==> src/rtl/bus_slave_mem_pkg.sv <==
// Shared definitions for the word-access bus slaves: bus widths, strobe and
// direction encodings, slave FSM state encodings and the wait counter width.
package bus_slave_mem_pkg;

    localparam int WORD_ADDR_W    = 30;
    localparam int WORD_DATA_W    = 32;
    localparam int BUS_SLV_WAIT_W = 3;

    localparam logic READ     = 1'b1;
    localparam logic WRITE    = 1'b0;
    localparam logic ENABLE_  = 1'b0;
    localparam logic DISABLE_ = 1'b1;

    typedef logic [WORD_ADDR_W-1:0] word_addr_t;
    typedef logic [WORD_DATA_W-1:0] word_data_t;

    typedef enum logic [2:0] {
        BUS_SLV_ST_IDLE = 3'd0,
        BUS_SLV_ST_WAIT = 3'd1,
        BUS_SLV_ST_MEM  = 3'd2,
        BUS_SLV_ST_RESP = 3'd3,
        BUS_SLV_ST_ERR  = 3'd4
    } bus_slv_st_e;

    // A word address is decodable only if every bit above the SRAM index is zero.
    function automatic logic addr_in_range(input word_addr_t addr, input int mem_addr_w);
        return (addr >> mem_addr_w) == '0;
    endfunction

endpackage

==> src/rtl/bus_slave_wait_cnt.sv <==
// Load/decrement wait-state counter with a zero flag. Loading takes priority
// over decrementing, and the count holds at zero instead of wrapping.
module bus_slave_wait_cnt
    import bus_slave_mem_pkg::*;
#(
    parameter int CNT_W = BUS_SLV_WAIT_W
) (
    input  logic             clk,
    input  logic             reset,
    input  logic             load,
    input  logic [CNT_W-1:0] load_val,
    input  logic             dec,
    output logic             zero
);

    logic [CNT_W-1:0] cnt_d;
    logic [CNT_W-1:0] cnt_q;

    // Next count: load a fresh value or step down toward zero.
    always_comb begin
        cnt_d = cnt_q;
        if (load) begin
            cnt_d = load_val;
        end else if (dec && (cnt_q != '0)) begin
            cnt_d = cnt_q - 1'b1;
        end
    end

    // Count register.
    always_ff @(posedge clk or posedge reset) begin
        if (reset) begin
            cnt_q <= '0;
        end else begin
            cnt_q <= cnt_d;
        end
    end

    assign zero = (cnt_q == '0);

endmodule

==> src/rtl/bus_slave_mem.sv <==
// Bus responder in front of a single-port synchronous SRAM. Accepts one word
// access at a time, inserts WAIT_CYCLES wait states, performs a single SRAM
// cycle and answers with a one-cycle s_rdy_ pulse. Out-of-range addresses are
// answered immediately with err and never reach the SRAM.
module bus_slave_mem
    import bus_slave_mem_pkg::*;
#(
    parameter int WAIT_CYCLES = 1,
    parameter int MEM_ADDR_W  = 12
) (
    input  logic                   clk,
    input  logic                   reset,
    input  logic                   s_cs_,
    input  logic                   s_as_,
    input  logic                   s_rw,
    input  logic [WORD_ADDR_W-1:0] s_addr,
    input  logic [WORD_DATA_W-1:0] s_wr_data,
    output logic [WORD_DATA_W-1:0] s_rd_data,
    output logic                   s_rdy_,
    output logic                   err,
    output logic                   mem_en,
    output logic                   mem_we,
    output logic [MEM_ADDR_W-1:0]  mem_addr,
    output logic [WORD_DATA_W-1:0] mem_wdata,
    input  logic [WORD_DATA_W-1:0] mem_rdata
);

    // The counter is loaded on WAIT entry so that it reads zero in the last WAIT cycle.
    localparam logic [BUS_SLV_WAIT_W-1:0] WAIT_LOAD =
        (WAIT_CYCLES > 0) ? BUS_SLV_WAIT_W'(WAIT_CYCLES - 1) : '0;

    bus_slv_st_e            state_d, state_q;
    logic [MEM_ADDR_W-1:0]  addr_d, addr_q;
    logic                   rw_d, rw_q;
    word_data_t             wdata_d, wdata_q;

    // Outputs are registered alongside the state they belong to.
    logic                   rdy_n_d, rdy_n_q;
    logic                   err_d, err_q;
    logic                   mem_en_d, mem_en_q;
    logic                   mem_we_d, mem_we_q;
    logic                   rd_resp_d, rd_resp_q;

    logic                   cnt_load;
    logic                   cnt_dec;
    logic                   cnt_zero;

    bus_slave_wait_cnt #(
        .CNT_W (BUS_SLV_WAIT_W)
    ) u_wait_cnt (
        .clk      (clk),
        .reset    (reset),
        .load     (cnt_load),
        .load_val (WAIT_LOAD),
        .dec      (cnt_dec),
        .zero     (cnt_zero)
    );

    // Next-state, latch and registered-output decode for the access FSM.
    always_comb begin
        state_d   = state_q;
        addr_d    = addr_q;
        rw_d      = rw_q;
        wdata_d   = wdata_q;
        rdy_n_d   = DISABLE_;
        err_d     = 1'b0;
        mem_en_d  = 1'b0;
        mem_we_d  = 1'b0;
        rd_resp_d = 1'b0;
        cnt_load  = 1'b0;
        cnt_dec   = 1'b0;

        case (state_q)
            BUS_SLV_ST_IDLE: begin
                if ((s_cs_ == ENABLE_) && (s_as_ == ENABLE_)) begin
                    addr_d  = s_addr[MEM_ADDR_W-1:0];
                    rw_d    = s_rw;
                    wdata_d = s_wr_data;
                    if (!addr_in_range(s_addr, MEM_ADDR_W)) begin
                        state_d = BUS_SLV_ST_ERR;
                        rdy_n_d = ENABLE_;
                        err_d   = 1'b1;
                    end else if (WAIT_CYCLES > 0) begin
                        state_d  = BUS_SLV_ST_WAIT;
                        cnt_load = 1'b1;
                    end else begin
                        state_d  = BUS_SLV_ST_MEM;
                        mem_en_d = 1'b1;
                        mem_we_d = (s_rw == WRITE);
                    end
                end
            end
            BUS_SLV_ST_WAIT: begin
                if (cnt_zero) begin
                    state_d  = BUS_SLV_ST_MEM;
                    mem_en_d = 1'b1;
                    mem_we_d = (rw_q == WRITE);
                end else begin
                    cnt_dec = 1'b1;
                end
            end
            BUS_SLV_ST_MEM: begin
                state_d   = BUS_SLV_ST_RESP;
                rdy_n_d   = ENABLE_;
                rd_resp_d = (rw_q == READ);
            end
            BUS_SLV_ST_RESP: state_d = BUS_SLV_ST_IDLE;
            BUS_SLV_ST_ERR:  state_d = BUS_SLV_ST_IDLE;
            default:         state_d = BUS_SLV_ST_IDLE;
        endcase
    end

    // State, request latches and registered outputs; reset drops mem_en immediately.
    always_ff @(posedge clk or posedge reset) begin
        if (reset) begin
            state_q   <= BUS_SLV_ST_IDLE;
            addr_q    <= '0;
            rw_q      <= 1'b0;
            wdata_q   <= '0;
            rdy_n_q   <= DISABLE_;
            err_q     <= 1'b0;
            mem_en_q  <= 1'b0;
            mem_we_q  <= 1'b0;
            rd_resp_q <= 1'b0;
        end else begin
            state_q   <= state_d;
            addr_q    <= addr_d;
            rw_q      <= rw_d;
            wdata_q   <= wdata_d;
            rdy_n_q   <= rdy_n_d;
            err_q     <= err_d;
            mem_en_q  <= mem_en_d;
            mem_we_q  <= mem_we_d;
            rd_resp_q <= rd_resp_d;
        end
    end

    // Read data is passed straight through during a read response and held at zero otherwise.
    assign s_rd_data = rd_resp_q ? mem_rdata : '0;
    assign s_rdy_    = rdy_n_q;
    assign err       = err_q;
    assign mem_en    = mem_en_q;
    assign mem_we    = mem_we_q;
    assign mem_addr  = addr_q;
    assign mem_wdata = wdata_q;

endmodule

==> config.mk <==
export PLATFORM = sky130hd
export DESIGN_NAME = bus_slave_mem
export DESIGN_NICKNAME = d
export VERILOG_FILES = /design/src/rtl/bus_slave_mem_pkg.sv /design/src/rtl/bus_slave_wait_cnt.sv /design/src/rtl/bus_slave_mem.sv
export SDC_FILE = /design/constraint.sdc
export NUM_CORES = 1
export LEC_CHECK = 0
export CORE_MARGIN = 2
export CORE_UTILIZATION = 36
export DETAILED_ROUTE_END_ITERATION = 8
export GPL_TIMING_DRIVEN = 0
export PLACE_DENSITY = 0.87
export SKIP_CTS_REPAIR_TIMING = 1
export SLEW_MARGIN = 20
export SYNTH_ARGS = -nofsm -noshare
export SYNTH_HDL_FRONTEND = slang
export SYNTH_HIERARCHICAL = 1
export SYNTH_SLANG_ARGS = --single-unit
==> constraint.sdc <==
create_clock -name clk -period 2.5 [get_ports clk]
set_clock_uncertainty 0.2 [all_clocks]
set_input_delay 0.5 -clock clk [delete_from_list [all_inputs] [get_ports clk]]
set_output_delay 0.5 -clock clk [all_outputs]
set_load 0.01 [all_outputs]
# After elaboration in Yosys (flattened, before gate mapping)
# Index checks and enable logic that the tools add are counted.
# word_totals
register_bits,56
inputBits,99
out_inout_bits,80
word_cells,49
# classes
add_sub_neg,1
eq_ne,4
muxes,22
bitwise_logic,3
n_reduce_logical,9
# op_table
cell,count
$mux 32,1
$logic_not 30->1,1
$mux 3,5
$mux 1,14
$pmux 3 s3,1
$logic_not 3->1,2
$ne 2x2->1 const B,2
$reduce_and 2->1,2
$eq 3x1->1 const B,1
$eq 3x2->1 const B,1
$not 1->1,3
$reduce_bool 3->1,1
$sub 3x1->3 const B,1
$logic_and 1x1->1,2
$pmux 1 s2,1
$reduce_bool 2->1,1

# Depth between registers and ports, before layout
# logic_depth
word_depth,6
mapped_depth,6
ltp_nobuf,6

# Cells and area by module
# The synthesis kept the hierarchy.
# by_module_without_submodules
mod,instances,cells_per_inst,area_each_um2,seq_area_each_um2
bus_slave_mem,1,167,2418.6,1327.5
bus_slave_wait_cnt,1,20,211.5,75.1

# Worst setup path before layout
# No wires, ideal clock.
# synth_timing
path_kind,input -> register
from,input s_as_
to,register u_wait_cnt.cnt_q[0]
setup_time_ns,0.126
arrival_ns,1.966
required_ns,2.174
path_slack_ns,0.208
cell_stages,5
path_buffers,1
cell_sequence,or4_4 -> nor4_1 -> buf_6 -> and2b_4 -> a221o_1
# synth_between
elab_chain_len,5
elab_cells_between_ends,6
classes_between,mux: 3; bitwise: 1; reduce/logical: 2
# synth_rtl
element,line_no,text
start: declaration,bus_slave_mem.sv:14,"input logic s_as_,"
$not 1->1 *,bus_slave_mem.sv:75,if ((s_cs_ == ENABLE_) && (s_as_ == ENABLE_)) begin
$logic_and 1x1->1 *,bus_slave_mem.sv:75,
$mux 1 *,bus_slave_mem.sv:75,
$mux 1 *,bus_slave_mem.sv:73,case (state_q)
via cnt_load,bus_slave_mem.sv:44,logic cnt_load;
$mux 3 / $reduce_bool 2->1 (equally long branches),-,
end signal: assignment,bus_slave_wait_cnt.sv:34,cnt_q <= cnt_d;
end: declaration,bus_slave_wait_cnt.sv:17,logic [CNT_W-1:0] cnt_q;
# Mark *: on every way through the listed nets, which the timed path passes. The rest lies on a longest branch.
# A chain may end at the register's enable or synchronous reset.

# Worst setup path in the final report
# layout_timing
from,input s_addr[13]
to,register u_wait_cnt.cnt_q[0]
# layout_between
elab_chain_len,5
elab_cells_between_ends,6
classes_between,mux: 4; reduce/logical: 2
# layout_rtl
element,line_no,text
start: declaration,bus_slave_mem.sv:16,"input logic [WORD_ADDR_W-1:0] s_addr,"
$logic_not 30->1 *,bus_slave_mem_pkg.sv:27,return (addr >> mem_addr_w) == '0;
$mux 1 *,-,
$mux 1 *,bus_slave_mem.sv:75,
$mux 1 *,bus_slave_mem.sv:73,
via cnt_load,bus_slave_mem.sv:44,
$mux 3 / $reduce_bool 2->1 (equally long branches),-,
# Marked as above.

==> metrics.cfg <==
[timing]
relSlewSlack_pct = 55.9
rsz0062_at_grt = yes
drv_slew = 0
hold_ws_ps = 253
hold_viol = 0
fin_crit_sh_pct = 97.2
tightest_slew_ps = 661
setup-violations-final = 0
fmax_mhz = 411
fin_setup_tns_ps = 0
period_minus_slack_ps = 2430

[worst_setup_path]
worstPathRequired_ps = 2490
r2r_slack_ps = 160
rr_startpoint = state_q[2]
critPathKind = input port to flip-flop
end_kind = flip-flop
rr_endpoint = u_wait_cnt/cnt_q[0]
path_max_fanout = 9
crit_arrival_ps = 2420
reg2regPathDepth = 5
critPathLaunchType = input port

[final_layout]
nNetsFinal = 475
fin_area_um2 = 4660
area_growth_pct = 77.1
post_route_cells_drive_above_1_share_pct = 18.7

[synthesis]
synth-simple-area-share_pct = 14.4
synth_top_family_by_area = multiplexers
synth_cells = 187
synth_seq_cells = 56
synthAdderAreaFrac_pct = 0.951
ys_types = 31
synthArstFlopShare_pct = 100
synth-xor-area-share_pct = 0
ys_warn_count = 6
synthesis.area_um2 = 2630
synth_edf_count = 0
synth-main-ff-cell = dfrtp_1
syn_avg_cell_area_um2 = 14.1
ys_seq_area_share_pct = 53.3
muxShareOfSynthArea_pct = 23.3
synth-compound-area-share_pct = 2.90

[global_routing]
antenna_found_initial = 1
grt_usage_pct = 18.5
grt_pass1_vias = 2244
overflow = 0
grt_max_degree = 54
grt_pass1_wl_um = 11000

[run]
drv_cap = 0

[placement]
placed_area_um2 = 4550
io_buffers = 178
place_hpwl_um = 5890
routabilityCongestion = 0.735

[route]
ant_nets = 0
avgRoutedWirePerCell_um = 15.6
num_vias = 2176
routed_via_density = 4.58
wl_um = 7400
first_iter_violations = 71
firstDrtPassIters = 4
drcViolationCount = 0

[pwr]
power_frac_seq_pct = 35.7
power_frac_comb_pct = 52.5
power.net_switching_mw = 1.33
powerDensity_nw_per_um2 = 945
power.share.switching_pct = 30.2
vdd.ir_drop.worst_mv = 0.531
internal_power_mw = 3.07
p_leak_nw = 1.92
p_clk_share_pct = 11.8

[floorplan]
core_um2 = 7180
dieArea_um2 = 8000
die_y_um = 89.5
ioPinCount = 179
std_cell_rows = 31
fp.dieW_um = 89.5
start_util_pct = 36.7

[cts]
cts_buffers = 5
cts_tree = done
cts.htree.levels = 2
cts-root-buf = clkbuf_8
clock_sinks = 56
clk_latency_ps = 310
clk_path_buf_depth = 2
cts.clk_slew.worst_paths_ps = 100

[worst_hold_path]
hold_class = input port to async pin

[outcome]
status = finished, final reports clean

[flip-flops by register name, summed over array words and instances (netlist names)]
signal	count
mem_wdata	32
mem_addr	12
state_q	3
u_wait_cnt/cnt_q	3
err	1
mem_en	1
mem_we	1
rd_resp_q	1
rw_q	1
s_rdy_	1
[power groups by stage]
stage	Clock (mW)	Combinational (mW)	Sequential (mW)
2_1_floorplan	0	0.885	1.75
3_5_place_dp	0	2.33	1.59
6_report	0.519	2.31	1.57
3_3_place_gp	0	2.29	1.56
4_1_cts	0.541	2.34	1.58
5_1_grt	0.576	2.46	1.63
[Yosys cell counts (2+ instances only)]
master / instances / area share [%]
nor2_1: 2 / 0.29
nor4_1: 5 / 1.2
mux2_4: 28 / 16
mux2_2: 17 / 7.3
inv_1: 6 / 0.86
and2_1: 33 / 7.8
a221o_1: 3 / 1.1
o21ai_0: 2 / 0.38
ha_1: 2 / 0.95
nor4b_1: 3 / 1.0
nand3_1: 2 / 0.38
dfrtp_1: 55 / 52
clkbuf_1: 3 / 0.43
nor2b_1: 2 / 0.48
buf_12: 4 / 3.0
o21a_1: 3 / 0.86
nand2b_1: 3 / 0.71
[cell families after synthesis]
family          after synthesis
flops                        56
simple gates                 58
mux                          45
buf+inv                      15
compound gates               10
fa+ha+maj                     2
other cells                   1
[per-stage QoR]
| stage | cells | power [mW] | setup WS, ps | util, % |
|---|---|---|---|---|
| after detailed placement | 466 | 3.92 | -386 | 63.3 |
| after CTS | 474 | 4.46 | -69.0 | 64.7 |
| final | 475 | 4.40 | 69.7 | 64.9 |
| after global placement | 466 | 3.86 | -584 | 63.3 |
| after global routing | 475 | 4.67 | -60.5 | 64.9 |
| after floorplan | 189 | 2.63 | 208 | - |
[critical path: stages]
cell and delay, ps:
clkdlybuf4s50_1 420, nor4_2 380, nand2_1 180, nor4_2 270, buf_6 170, and2b_4 180, a221o_1 310
[worst max path at each step]
stage / endpoint / depth (start not counted) / startpoint
after floorplan: u_wait_cnt/cnt_q[0] / 5 / s_as_
after global placement: mem_wdata[15] / 2 / reset
after detailed placement: u_wait_cnt/cnt_q[0] / 7 / s_addr[13]
after CTS: u_wait_cnt/cnt_q[0] / 7 / s_addr[13]
after global routing: u_wait_cnt/cnt_q[0] / 7 / s_addr[16]
final: u_wait_cnt/cnt_q[0] / 7 / s_addr[13]
[per-layer routing]
layer | up-vias | global-route usage, % | part of all wire [%]
met5 | - | 0 | 0
met4 | 0 | 4.75 | 1.5
met3 | 6 | 6.00 | 10
met2 | 118 | 35.4 | 52
met1 | 1038 | 19.2 | 36
li1 | 1014 | - | -
[layout by cell type (no fill, tap or decap), types with 2 or more instances in the layout]
master,instances
nor4b_1,3
nor2_1,2
o21ai_0,2
dfrtp_1,55
and2_1,33
nand2b_1,3
inv_1,5
mux2_4,28
nor2b_1,2
clkdlybuf4s50_1,178
clkbuf_8,5
clkbuf_2,3
inv_6,2
nor4_2,2
nand3_1,2
conb_1,3
nor4_1,3
o21a_1,3
a221o_1,3
mux2_2,17
buf_12,4
ha_1,2
[area by class of cell]
class                   count  area (µm²)
fillers                   538        2520
repair buffers            178        1780
flip-flops and latches     56        1400
multi-input cells         118        1110
well taps                  99         124
plain buffers               9         114
clock buffers               5        68.8
clock inverters             3        25.0
inverters                   6        25.0
diodes                      1        2.50
Note: power is estimated with default switching activity, not from simulation.
